==> config.mk <==
export PLATFORM = sky130hd
export DESIGN_NAME = vga_timing_gen_flat
export DESIGN_NICKNAME = d
export VERILOG_FILES = /design/src/rtl/vga_timing_pkg.sv /design/src/rtl/vga_timing_gen_if.sv /design/src/rtl/vga_delay_line.sv /design/src/rtl/vga_timing_gen.sv /design/src/flat_wrapper.sv
export SDC_FILE = /design/constraint.sdc
export NUM_CORES = 1
export LEC_CHECK = 0
export BUFFER_PORTS_ARGS = -buffer_cell sky130_fd_sc_hd__buf_2
export CORE_MARGIN = 2
export CORE_UTILIZATION = 40
export DETAILED_ROUTE_END_ITERATION = 10
export PLACE_DENSITY_LB_ADDON = 0.1
export SLEW_MARGIN = 40
export SYNTH_ARGS = -nofsm -noshare
export SYNTH_HDL_FRONTEND = slang
export SYNTH_SLANG_ARGS = --single-unit
==> constraint.sdc <==
create_clock -name vga_clk -period 4.8 [get_ports vga_clk]
set_input_delay 0.72 -clock vga_clk [delete_from_list [all_inputs] [get_ports vga_clk]]
set_output_delay 0.72 -clock vga_clk [all_outputs]
set_load 0.05 [all_outputs]
==> src/rtl/vga_timing_pkg.sv <==
// Shared VGA raster constants (640x480@60 defaults), the delayed-term record and a width helper.
package vga_timing_pkg;

    localparam int DEF_H_ACTIVE = 640;
    localparam int DEF_H_FP     = 16;
    localparam int DEF_H_SYNC   = 96;
    localparam int DEF_H_BP     = 48;
    localparam int DEF_V_ACTIVE = 480;
    localparam int DEF_V_FP     = 10;
    localparam int DEF_V_SYNC   = 2;
    localparam int DEF_V_BP     = 33;

    localparam int DEF_H_TOTAL  = DEF_H_SYNC + DEF_H_BP + DEF_H_ACTIVE + DEF_H_FP;
    localparam int DEF_V_TOTAL  = DEF_V_SYNC + DEF_V_BP + DEF_V_ACTIVE + DEF_V_FP;
    localparam int DEF_H_START  = DEF_H_SYNC + DEF_H_BP;
    localparam int DEF_V_START  = DEF_V_SYNC + DEF_V_BP;

    // Raw (polarity-free) raster terms; all-zero is the idle/flushed value.
    typedef struct packed {
        logic active;
        logic hsync;
        logic vsync;
        logic line_start;
        logic frame_start;
    } vga_term_t;

    function automatic int clog2(input int n);
        int r;
        r = 0;
        for (int i = 0; i < 31; i++) begin
            if ((1 << i) < n) r = i + 1;
        end
        return (r < 1) ? 1 : r;
    endfunction

endpackage

==> src/rtl/vga_timing_gen_if.sv <==
// Display-path bundle: pixel-RAM fetch (address, strobe, data) plus connector-side colour/sync/markers.
interface vga_timing_gen_if
    import vga_timing_pkg::*;
#(
    parameter int CW    = 4,
    parameter int ROW_W = clog2(DEF_V_ACTIVE),
    parameter int COL_W = clog2(DEF_H_ACTIVE)
);
    logic [3*CW-1:0]  d_in;
    logic [ROW_W-1:0] row_addr;
    logic [COL_W-1:0] col_addr;
    logic             rdn;
    logic [CW-1:0]    r;
    logic [CW-1:0]    g;
    logic [CW-1:0]    b;
    logic             hs;
    logic             vs;
    logic             de;
    logic             line_start;
    logic             frame_start;

    modport master (
        input  d_in,
        output row_addr, col_addr, rdn, r, g, b, hs, vs, de, line_start, frame_start
    );

    modport slave (
        output d_in,
        input  row_addr, col_addr, rdn, r, g, b, hs, vs, de, line_start, frame_start
    );
endinterface

==> src/rtl/vga_delay_line.sv <==
// Fixed-depth shift register for raster terms; latency DEPTH cycles, synchronous clear flushes every stage.
module vga_delay_line #(
    parameter int DEPTH = 2,
    parameter int W     = 5
) (
    input  logic         vga_clk,
    input  logic         clr,
    input  logic [W-1:0] din,
    output logic [W-1:0] dout
);
    logic [W-1:0] stage [DEPTH];

    always_ff @(posedge vga_clk) begin
        if (clr) begin
            for (int i = 0; i < DEPTH; i++) stage[i] <= '0;
        end else begin
            stage[0] <= din;
            for (int i = 1; i < DEPTH; i++) stage[i] <= stage[i-1];
        end
    end

    assign dout = stage[DEPTH-1];
endmodule

==> src/rtl/vga_timing_gen.sv <==
// VGA raster counters + pixel-fetch sequencer; addresses 1 cycle after the count, colour/sync/markers FETCH_LAT+2.
// Free-running at the pixel rate: no backpressure, the RAM must return data exactly FETCH_LAT cycles later.
module vga_timing_gen
    import vga_timing_pkg::*;
#(
    parameter int H_ACTIVE  = DEF_H_ACTIVE,
    parameter int H_FP      = DEF_H_FP,
    parameter int H_SYNC    = DEF_H_SYNC,
    parameter int H_BP      = DEF_H_BP,
    parameter int V_ACTIVE  = DEF_V_ACTIVE,
    parameter int V_FP      = DEF_V_FP,
    parameter int V_SYNC    = DEF_V_SYNC,
    parameter int V_BP      = DEF_V_BP,
    parameter bit HS_POL    = 1'b0,
    parameter bit VS_POL    = 1'b0,
    parameter int FETCH_LAT = 1,
    parameter int CW        = 4
) (
    input logic              vga_clk,
    input logic              clr,
    vga_timing_gen_if.master vif
);
    localparam int H_TOTAL = H_SYNC + H_BP + H_ACTIVE + H_FP;
    localparam int V_TOTAL = V_SYNC + V_BP + V_ACTIVE + V_FP;
    localparam int H_START = H_SYNC + H_BP;
    localparam int V_START = V_SYNC + V_BP;
    localparam int HW      = clog2(H_TOTAL);
    localparam int VW      = clog2(V_TOTAL);
    localparam int COL_W   = clog2(H_ACTIVE);
    localparam int ROW_W   = clog2(V_ACTIVE);

    logic [HW-1:0]   h_count;
    logic [VW-1:0]   v_count;
    logic            h_last;
    logic            v_last;
    logic            h_act;
    logic            v_act;
    logic [3*CW-1:0] pix;
    vga_term_t       term_now;
    vga_term_t       term_dly;

    assign h_last = (h_count == HW'(H_TOTAL - 1));
    assign v_last = (v_count == VW'(V_TOTAL - 1));
    assign h_act  = (h_count >= HW'(H_START)) && (h_count < HW'(H_START + H_ACTIVE));
    assign v_act  = (v_count >= VW'(V_START)) && (v_count < VW'(V_START + V_ACTIVE));
    assign pix    = vif.d_in;

    always_ff @(posedge vga_clk) begin
        if (clr) begin
            h_count <= '0;
            v_count <= '0;
        end else if (h_last) begin
            h_count <= '0;
            v_count <= v_last ? '0 : v_count + VW'(1);
        end else begin
            h_count <= h_count + HW'(1);
        end
    end

    // Fetch request leaves one cycle after the count; the RAM sees a registered address.
    always_ff @(posedge vga_clk) begin
        if (clr) begin
            vif.row_addr <= '0;
            vif.col_addr <= '0;
            vif.rdn      <= 1'b1;
        end else begin
            vif.row_addr <= ROW_W'(v_count - VW'(V_START));
            vif.col_addr <= COL_W'(h_count - HW'(H_START));
            vif.rdn      <= ~(h_act && v_act);
        end
    end

    always_comb begin
        term_now             = '0;
        term_now.active      = h_act && v_act;
        term_now.hsync       = (h_count < HW'(H_SYNC));
        term_now.vsync       = (v_count < VW'(V_SYNC));
        term_now.line_start  = h_act && v_act && (h_count == HW'(H_START));
        term_now.frame_start = h_act && v_act && (h_count == HW'(H_START))
                               && (v_count == VW'(V_START));
    end

    // One stage for the address register plus FETCH_LAT for the RAM, so terms meet d_in.
    vga_delay_line #(
        .DEPTH (FETCH_LAT + 1),
        .W     ($bits(vga_term_t))
    ) u_dly (
        .vga_clk (vga_clk),
        .clr     (clr),
        .din     (term_now),
        .dout    (term_dly)
    );

    always_ff @(posedge vga_clk) begin
        if (clr) begin
            vif.r           <= '0;
            vif.g           <= '0;
            vif.b           <= '0;
            vif.de          <= 1'b0;
            vif.hs          <= ~HS_POL;
            vif.vs          <= ~VS_POL;
            vif.line_start  <= 1'b0;
            vif.frame_start <= 1'b0;
        end else begin
            vif.de          <= term_dly.active;
            vif.hs          <= term_dly.hsync ? HS_POL : ~HS_POL;
            vif.vs          <= term_dly.vsync ? VS_POL : ~VS_POL;
            vif.line_start  <= term_dly.line_start;
            vif.frame_start <= term_dly.frame_start;
            if (term_dly.active) begin
                {vif.b, vif.g, vif.r} <= pix;
            end else begin
                {vif.b, vif.g, vif.r} <= '0;
            end
        end
    end
endmodule

==> src/flat_wrapper.sv <==
// flat-port wrapper written by rule: the top's interface ports become plain ports
module vga_timing_gen_flat import vga_timing_pkg::*;
#(
    parameter int H_ACTIVE  = DEF_H_ACTIVE,
    parameter int H_FP      = DEF_H_FP,
    parameter int H_SYNC    = DEF_H_SYNC,
    parameter int H_BP      = DEF_H_BP,
    parameter int V_ACTIVE  = DEF_V_ACTIVE,
    parameter int V_FP      = DEF_V_FP,
    parameter int V_SYNC    = DEF_V_SYNC,
    parameter int V_BP      = DEF_V_BP,
    parameter bit HS_POL    = 1'b0,
    parameter bit VS_POL    = 1'b0,
    parameter int FETCH_LAT = 1,
    parameter int CW        = 4
)
  (vga_clk, clr, vif_d_in, vif_row_addr, vif_col_addr, vif_rdn, vif_r, vif_g, vif_b, vif_hs, vif_vs, vif_de, vif_line_start, vif_frame_start);
  vga_timing_gen_if #(.CW(CW), .ROW_W(9), .COL_W(10)) vif_i ();
  input logic vga_clk;
  input logic clr;
  input wire logic [$bits(vif_i.d_in)-1:0] vif_d_in;
  output wire logic [$bits(vif_i.row_addr)-1:0] vif_row_addr;
  output wire logic [$bits(vif_i.col_addr)-1:0] vif_col_addr;
  output wire logic [$bits(vif_i.rdn)-1:0] vif_rdn;
  output wire logic [$bits(vif_i.r)-1:0] vif_r;
  output wire logic [$bits(vif_i.g)-1:0] vif_g;
  output wire logic [$bits(vif_i.b)-1:0] vif_b;
  output wire logic [$bits(vif_i.hs)-1:0] vif_hs;
  output wire logic [$bits(vif_i.vs)-1:0] vif_vs;
  output wire logic [$bits(vif_i.de)-1:0] vif_de;
  output wire logic [$bits(vif_i.line_start)-1:0] vif_line_start;
  output wire logic [$bits(vif_i.frame_start)-1:0] vif_frame_start;
  assign vif_i.d_in = vif_d_in;
  assign vif_row_addr = vif_i.row_addr;
  assign vif_col_addr = vif_i.col_addr;
  assign vif_rdn = vif_i.rdn;
  assign vif_r = vif_i.r;
  assign vif_g = vif_i.g;
  assign vif_b = vif_i.b;
  assign vif_hs = vif_i.hs;
  assign vif_vs = vif_i.vs;
  assign vif_de = vif_i.de;
  assign vif_line_start = vif_i.line_start;
  assign vif_frame_start = vif_i.frame_start;
  vga_timing_gen #(.H_ACTIVE(H_ACTIVE), .H_FP(H_FP), .H_SYNC(H_SYNC), .H_BP(H_BP), .V_ACTIVE(V_ACTIVE), .V_FP(V_FP), .V_SYNC(V_SYNC), .V_BP(V_BP), .HS_POL(HS_POL), .VS_POL(VS_POL), .FETCH_LAT(FETCH_LAT), .CW(CW)) u_core (.vga_clk(vga_clk), .clr(clr), .vif(vif_i));
endmodule
==> out/summary.txt <==
Status: complete, no violations
Most common cell after layout, fill and taps aside: dfxtp_1
Worst R2R Path Depth: 5
Hold depth: 1
PD cells: 376 nW/um^2
Largest net degree at the start of global routing: 42
Iteration-0 DRC Markers: 52
Xor/xnor cell area share of the yosys netlist: 7.55%
Crit Path Max Fanout: 9
Setup TNS: 0 ns
Slew margin rel.: 54.0%
Synth Instances: 261
Syn nets: 282
Worst vdd ir: 0.201 mV
Unrepaired setup endpoints after global routing: false
Most frequent cells in the layout: dfxtp_1, buf_2, nor2_1
Vias per cell: 4.70
Fin area: 3010 um^2
Gpl congestion: 0.852
Routed WL: 4630 um
Pleak: 0.00137 uW
Multiplexer share of the synthesized area: 0%
Initial Util: 40.7%
DRT Pass-1 Iters: 4
Syn avg cell area: 9.78 um^2
Part of the cycle the worst path needs: 43.4%
Largest family of logic cells by synthesized area: simple AND/OR/NAND/NOR gates
GRT overflow: 0
Worst R2R Start: u_core.v_count[1]
All-Layer GR Usage: 14.0%
CTS Buf Count: 9
H-tree lvl count: 3
Fillers: 592
Die Width: 83.9 um
Post-synth EDFFs: 0
Ports: 51
Sequential share of the synthesized area: 52.5%
Max cap viols: 0
Placed Instance Area: 2780 um^2
# DRC: 0
Die area: 7040 um^2
Hold Crit Start: u_core.u_dly.stage[0][7]
Top delay family on crit path: simple AND/OR/NAND/NOR gates
Post-route minimum period: 2.08 ns
Syn. warnings: 0
Core area: 6280 um^2
# setup viols final: 0
Slew @ Worst Pin: 0.691 ns
Post-Syn Area: 2550 um^2
Hold crit path type: reg -> reg
Root Driver: clkbuf_8
Row cnt: 29
Hold buffer count at cts: 0
CP Class: reg -> reg
Vias in the first global route: 1,646
FFs w/ async S/R, synth: 0%
Post-CTS Setup Bufs: 0
Vias after detailed routing: 1,804
Clk_skew: 0.00973 ns
Finished Core Util: 47.9%
ANT nets after route: 0
Compound-Gate Fraction of Synth Area: 5.00%
WP data arrival: 2.29 ns
RR Endpoint: u_core.vif.rdn
Slowest cell on crit path: or4_1
Max clock buf depth: 2
First-pass GRT wire length: 7810 um
ANT cells: 0
Achievable frequency: 0.480 GHz
Hold Slack: 0.387 ns
Synth Area in Simple Gates: 25.6%
Worst path cell trace: ha_1 > o41ai_2 > a21oi_1 > a31oi_1 > or4_1
Clock Pin Slew Worst Setup and Hold Paths: 0.07 ns
Share of cells above drive strength 1: 23.1%
Hold Path End: u_core.vif.vs
Max-slew violations: 0
Clock sink count: 67
Post-DP HPWL: 3090 um
Distinct cell type count after synthesis: 39
Area delta synth->final: 17.7%
IO Port Bufs: 50
Area share of fa/ha/maj cells after synthesis: 3.43%
Worst EP required: 5.00 ns
Post_cts resized: 0
Die Y: 83.9 um
Hold Vio Cnt, Final: 0
Initial antenna violation count: 0
CP max stage delay: 0.56 ns
Fin nets: 323
Worst path buffer plus inverter count: 0
Synthesis-stage register bit count: 67
Register-to-register setup slack: 2.72 ns
CTS tree: done
Average wire per standard cell: 12.1 um
CP Launch Type: flop
Crit. End Element: flop
Clk_lat worst skew: 0.34 ns
Ys flop type: dfxtp_1
per-layer routing:
layer | vias to the layer above | track usage (%) | routed length (um)
met1 | 813 | 18.9 | 2350
met4 | 0 | 8.94 | 58
li1 | 943 | - | -
met2 | 43 | 19.2 | 1960
met5 | - | 0 | 0
met3 | 5 | 4.06 | 264
cell type report:
cell class | count | area [um^2] | share of cell area (%)
clock buffer | 10 | 128 | 4.25
clock inverter | 6 | 90.1 | 3.00
inverter | 8 | 30.0 | 0.999
multi-input combinational | 166 | 1070 | 35.6
sequential | 67 | 1340 | 44.6
tap | 77 | 96.3 | 3.21
timing repair buffer | 50 | 250 | 8.33
kinds of logic after synthesis:
logic type	Yosys count
AOI/OAI and AO/OA	19
xor gates and xnor gates	22
adders and majority gates	7
DFF	67
and+or+nand+nor	118
buffers and inverters	28
worst max-delay path by stage:
stage | start | endpoint | slack [ns] | depth (start not counted)
global placement | u_core.v_count[0] | u_core.vif.rdn | 2.66 | 5
detailed placement | u_core.v_count[0] | u_core.u_dly.stage[0][4] | 2.66 | 5
finish | u_core.v_count[1] | u_core.vif.rdn | 2.72 | 5
CTS | u_core.v_count[0] | u_core.vif.rdn | 2.63 | 5
floorplan | u_core.h_count[4] | u_core.v_count[9] | 3.03 | 5
global route | u_core.v_count[0] | u_core.vif.rdn | 2.50 | 5
sequential cells by signal, indices dropped and copies added (netlist names):
signal	cells
u_core.vif.b	4
u_core.vif.hs	1
u_core.vif.g	4
u_core.vif.row_addr	9
u_core.vif.de	1
u_core.vif.col_addr	10
u_core.vif.r	4
u_core.vif.vs	1
u_core.h_count	10
u_core.vif.rdn	1
u_core.v_count	10
u_core.vif.frame_start	1
u_core.vif.line_start	1
u_core.u_dly.stage	10
power breakdown:
group / internal [uW] / total [uW] / leakage [uW] / switching (uW)
clock: 293 / 502 / 0.000106 / 209
combinational: 14.8 / 56.8 / 0.000712 / 42.0
sequential: 567 / 572 / 0.000547 / 5.09
per-stage QoR:
step                      power, uW  std cells  setup slack (ns)
after global placement          642        368              2.66
final                          1130        384              2.72
after global routing           1180        384              2.50
after CTS                      1150        384              2.63
after detailed placement        642        368              2.66
after floorplan                 627        261              3.03
synth_stat cells (all sizes together) (2+ instances only):
master / number / share of area (%)
nand4b: 2 / 1.9
and3: 3 / 0.74
or4: 2 / 0.59
nand2b: 2 / 0.49
inv: 8 / 1.2
clkbuf: 11 / 1.6
or3: 2 / 0.54
buf: 9 / 3.0
and2: 12 / 2.9
ha: 7 / 3.4
nor2b: 12 / 2.9
xor2: 4 / 1.4
nand2: 12 / 1.8
dfxtp: 67 / 53
nand3b: 2 / 0.59
a21oi: 9 / 1.8
nor2: 37 / 5.4
nor3: 9 / 1.8
nand4: 4 / 0.98
o41ai: 2 / 0.69
o21ai: 2 / 0.39
nand3: 5 / 0.98
xnor2: 18 / 6.2
nor4: 8 / 2.0
Note: power is estimated with default switching activity, not from simulation.
